[config.mk]
export PLATFORM = sky130hd
export DESIGN_NAME = wb_register_file
export DESIGN_NICKNAME = d
export VERILOG_FILES = /design/src/rtl/wb_register_file.sv
export SDC_FILE = /design/constraint.sdc
export NUM_CORES = 2
export LEC_CHECK = 0
export ABC_AREA = 1
export CAP_MARGIN = 30
export CORE_UTILIZATION = 56
export DETAILED_ROUTE_END_ITERATION = 16
export PLACE_DENSITY = 0.77
export SLEW_MARGIN = 20
export SYNTH_ARGS = -nofsm -noshare
export SYNTH_HDL_FRONTEND = slang
export SYNTH_SLANG_ARGS = --single-unit
[constraint.sdc]
create_clock -name clk -period 38.7 [get_ports clk]
set_input_delay 7.74 -clock clk [delete_from_list [all_inputs] [get_ports clk]]
set_output_delay 7.74 -clock clk [all_outputs]
set_load 0.02 [all_outputs]
[src/rtl/wb_register_file.sv]
`default_nettype none
// ============================================================================
// Module   : wb_register_file
// Brief    : MIPS-style 32-entry register file with writeback mux, saturating
//            retire counter and optional same-cycle write bypass
//            (WB_WRITE_BYPASS_EN).
// Revision : 1.0 - initial release
// ============================================================================
module wb_register_file #(
    parameter int                    DATA_WIDTH     = 32,
    parameter logic [DATA_WIDTH-1:0] SP_RESET_VALUE = 32'h7FFF_EFFC
) (
    input  logic                  clk,
    input  logic                  reset,
    input  logic                  in_CtrlRegWrite,
    input  logic                  in_CtrlALUOrMem,
    input  logic                  in_CtrlALUMemOrPC,
    input  logic [4:0]            in_WriteRegister,
    input  logic [DATA_WIDTH-1:0] in_ALUResult,
    input  logic [DATA_WIDTH-1:0] in_MemoryData,
    input  logic [DATA_WIDTH-1:0] in_PC_4,
    input  logic [4:0]            in_ReadRegister1,
    input  logic [4:0]            in_ReadRegister2,
    output logic [DATA_WIDTH-1:0] out_ReadData1,
    output logic [DATA_WIDTH-1:0] out_ReadData2,
    output logic [DATA_WIDTH-1:0] out_WriteBackData,
    output logic [31:0]           out_RetireCount
);

    localparam logic [4:0] SP_INDEX = 5'd29;

    logic [DATA_WIDTH-1:0] regs_q [1:31];
    logic [31:0]           retire_cnt_q;
    logic [31:0]           retire_cnt_d;
    logic                  commit;

    always_comb begin
        out_WriteBackData = in_ALUResult;
        if (in_CtrlALUMemOrPC) begin
            out_WriteBackData = in_PC_4;
        end else if (in_CtrlALUOrMem) begin
            out_WriteBackData = in_MemoryData;
        end
    end

    // Register 0 has no storage; reset gating is handled by the async branch.
    assign commit = in_CtrlRegWrite && (in_WriteRegister != 5'd0);

    always_comb begin
        retire_cnt_d = retire_cnt_q;
        if (commit && (retire_cnt_q != 32'hFFFF_FFFF)) begin
            retire_cnt_d = retire_cnt_q + 32'd1;
        end
    end

    always_ff @(posedge clk or posedge reset) begin
        if (reset) begin
            for (int i = 1; i < 32; i++) begin
                regs_q[i] <= (i == int'(SP_INDEX)) ? SP_RESET_VALUE : '0;
            end
            retire_cnt_q <= 32'd0;
        end else begin
            if (commit) begin
                regs_q[in_WriteRegister] <= out_WriteBackData;
            end
            retire_cnt_q <= retire_cnt_d;
        end
    end

    function automatic logic [DATA_WIDTH-1:0] stored(input logic [4:0] idx);
        if (idx == 5'd0) begin
            return '0;
        end
        return regs_q[idx];
    endfunction

`ifdef WB_WRITE_BYPASS_EN
    logic bypass_en;
    assign bypass_en = commit && !reset;

    always_comb begin
        out_ReadData1 = stored(in_ReadRegister1);
        out_ReadData2 = stored(in_ReadRegister2);
        if (bypass_en && (in_ReadRegister1 == in_WriteRegister)) begin
            out_ReadData1 = out_WriteBackData;
        end
        if (bypass_en && (in_ReadRegister2 == in_WriteRegister)) begin
            out_ReadData2 = out_WriteBackData;
        end
    end
`else
    always_comb begin
        out_ReadData1 = stored(in_ReadRegister1);
        out_ReadData2 = stored(in_ReadRegister2);
    end
`endif

    assign out_RetireCount = retire_cnt_q;

endmodule
`default_nettype wire

==> run_results.csv <==
group,metric,value,unit
logic_synthesis,netlist_area,58700,µm²
hold_path,hold_class,"register to register",
timing,final-max-slew-violation-count,0,
placement,gp_congestion,0.923,
worst_setup_path,cpMostUsedCell,"buf_4",
placement,port_buffers,243,
logic_synthesis,syn_nets,8898,
logic_synthesis,yosysTopAreaCell,"dfrtp_1",
worst_setup_path,end_kind,"output pin",
logic_synthesis,synthTopCellsByCount,"nand2_1 (3193), nand3_1 (1571), o21ai_0 (1003)",
timing,finalSetupViolCount,0,
route,drt-met1-wl,81.5,mm
route,top_layer,"met5",
logic_synthesis,synthCells,8781,
floorplanning,std_cell_rows,118,
worst_setup_path,required,30.96,ns
route,dr_wl_met2,93.8,mm
timing,hold_viol,0,
timing,slew_headroom,23.6,%
timing,rsz0062_at_grt,"false",
route,routed-wl-met3,35.4,mm
floorplanning,die_w,326,µm
logic_synthesis,synth_enable_flop_cells,0,
grt,grt.total_usage,41.5,%
clock_tree,clockBufferDepth,3,
grt,grt_max_degree,204,
logic_synthesis,synth_area_per_cell,6.68,µm²
grt,grt_pass1_wl,341,mm
finish,fin_nets,8676,
worst_setup_path,crit_type,"input port to output pin",
worst_setup_path,cp_slowest_stage_delay,0.82,ns
timing,fin_crit_sh,52.2,%
route,wl_per_cell,22.4,µm
clock_tree,holdBufCountCts,0,
run_status,status,"finished, final reports clean",
timing,tns,0,ns
logic_synthesis,synth_top_cell_area_share,42.5,%
worst_setup_path,crit_family,"buffers and inverters",
clock_tree,cts_tree,"built",
power_and_ir_drop,totalPowerFinal,0.00334,W
logic_synthesis,synth.most_common_cell,"nand2_1",
power_and_ir_drop,power_density,50.6,nW/µm²
worst_setup_path,start_kind,"input port",
power_and_ir_drop,peakVddDrop,55.2,µV
floorplanning,core_area,104000,µm²
route,route.detailed.drc,0,
clock_tree,root_buffer,"clkbuf_16",
floorplanning,die_y,326,µm
route,vias_per_cell,6.18,
logic_synthesis,ys_warn_count,0,
logic_synthesis,yosysSeqAreaShare,43.7,%
route,firstDrtPassIters,7,
logic_synthesis,ys_top_cells_by_area,"dfrtp_1 (42%), nand2_1 (20%), nand3_1 (13%)",
finish,fillCellCount,9273,
route,dr.first_iter.drc_count,9696,
route,wl,224,mm
clock_tree,cts_max_level,3,
logic_synthesis,synthFlopType,"dfrtp_1",
timing,fmax,49.5,MHz
worst_setup_path,slowest_stage,"buf_4",
timing,period_needed,20.22,ns
placement,dp_hpwl,118,mm
clock_tree,clk-insertion-delay-late,0.72,ns
clock_tree,clkSinkCount,1024,
floorplanning,die-area,106000,µm²
route,ant_nets,0,
finish,synthToLayoutAreaGrowth,12.5,%
clock_tree,cts_made_buffers,110,
floorplanning,initial_core_util,56.6,%
power_and_ir_drop,p_leak,32.5,nW
clock_tree,postCtsResizedCells,0,
grt,grt_overflow,0,
logic_synthesis,synth_cell_types,22,
finish,antenna_cells,0,
timing,tightest_slew,1.15,ns
clock_tree,clk_pin_slew_worst_paths,0.06,ns
worst_setup_path,arrival,12.48,ns
grt,antenna_found_initial,9,
worst_setup_path,cp.buffers_inverters,6,
clock_tree,post_cts_buffers,0,
floorplanning,io_pins,244,
worst_setup_path,crit_path_cell_trace,"buf_8 > buf_4 > buf_4 > buf_4 > nor2_4 > buf_4 > a21oi_1 > nand3_1 > nand3_1 > nand3_1 > nand2_1 > clkdlybuf4s50_1",
timing,fin_skew,0.00724,ns
grt,grt_pass1_vias,57379,
run,drv_cap,0,
logic_synthesis,ys_async_sr_fraction,100,%
route,vias,62023,
logic_synthesis,ys_seq_elements,1024,
finish,layout-drive-gt1-share,5.14,%
worst_setup_path,path_max_fanout,67,
timing,holdWs,0.483,ns
## worst paths after layout
check	slack (ns)	start	cells past startpoint	end
setup / recovery	18.48	in_ReadRegister1[0]	12	out_ReadData1[16]
hold / removal	0.48	regs_q[781]	2	regs_q[781]
setup reg to reg	35.70	out_RetireCount[0]	11	out_RetireCount[24]
hold reg to reg	0.48	regs_q[781]	2	regs_q[781]
max in group asynchronous	28.38	reset	9	regs_q[90]
min in group asynchronous	7.39	reset	2	regs_q[678]
## per-stage QoR
stage	cell area [µm²]	setup WS, ns	utilization [%]	cells
finish	66000	18.48	63.7	10034
global route	66000	18.49	63.7	10034
CTS	65500	18.76	63.2	10014
detailed placement	61700	18.78	59.5	9807
global placement	61200	18.82	59.1	9787
floorplan	58700	2.19	-	8781
## sequential cells by signal (all words and copies together) (netlist names)
signal / cells
regs_q: 992
out_RetireCount: 32
## cell type report
| type | count | area, µm² | area share (%) |
|---|---|---|---|
| Timing Repair Buffer | 376 | 4150 | 6.28 |
| Inverter | 736 | 2810 | 4.26 |
| Tap cell | 1380 | 1730 | 2.62 |
| Sequential cell | 1024 | 25700 | 38.9 |
| Clock inverter | 36 | 485 | 0.735 |
| Clock buffer | 171 | 3350 | 5.08 |
| Multi-Input combinational cell | 6311 | 27800 | 42.2 |
## power breakdown
part | total [W] | switching (W) | internal (W)
registers | 0.00144 | 0.000148 | 0.00129
clock network | 0.00113 | 0.000464 | 0.000666
logic | 0.000766 | 0.000497 | 0.000269
## layout by cell type (no fill, tap or decap), drive strengths merged
master | Yosys | layout
clkdlybuf4s50 | 0 | 232
clkinvlp | 0 | 3
clkinv | 0 | 23
bufinv | 0 | 11
nor2 | 214 | 214
nand3 | 1571 | 1571
inv | 736 | 735
o21ai | 1028 | 1028
xor2 | 10 | 10
nand3b | 14 | 14
nand4 | 1 | 1
dfrtp | 996 | 996
buf | 145 | 144
nor3 | 10 | 10
a21oi | 256 | 256
nand2 | 3201 | 3201
xnor2 | 5 | 5
clkbuf | 565 | 171
dfstp | 28 | 28
ha | 1 | 1
## routing by layer
layer	vias up	track usage, %
met5	-	0
met4	12	21.7
met3	1028	12.0
met2	4835	61.0
met1	28573	55.5
li1	27575	-
## worst register-to-register path, stage by stage, from the launching register on
cell and delay [ns]:
dfrtp_1 0.48, ha_1 0.33, inv_1 0.09, nor2_1 0.22, nand2_1 0.21, nor2_2 0.27
nand2_1 0.10, nand2_2 0.50, inv_1 0.28, buf_8 0.25, nand3_1 0.10, nand2_1 0.05
## cell families (layout without fill, tap and decap cells)
group           count (synthesis)  after routing  synth area share [%]
simple gates                 5011           5011                  35.6
buf+inv                      1446           1319                  9.43
compound gates               1284           1284                  11.0
flops                        1024           1024                  43.7
xor+xnor                       15             15                 0.224
fa+ha+maj                       1              1                0.0213
Note: power is estimated with default switching activity, not from simulation.
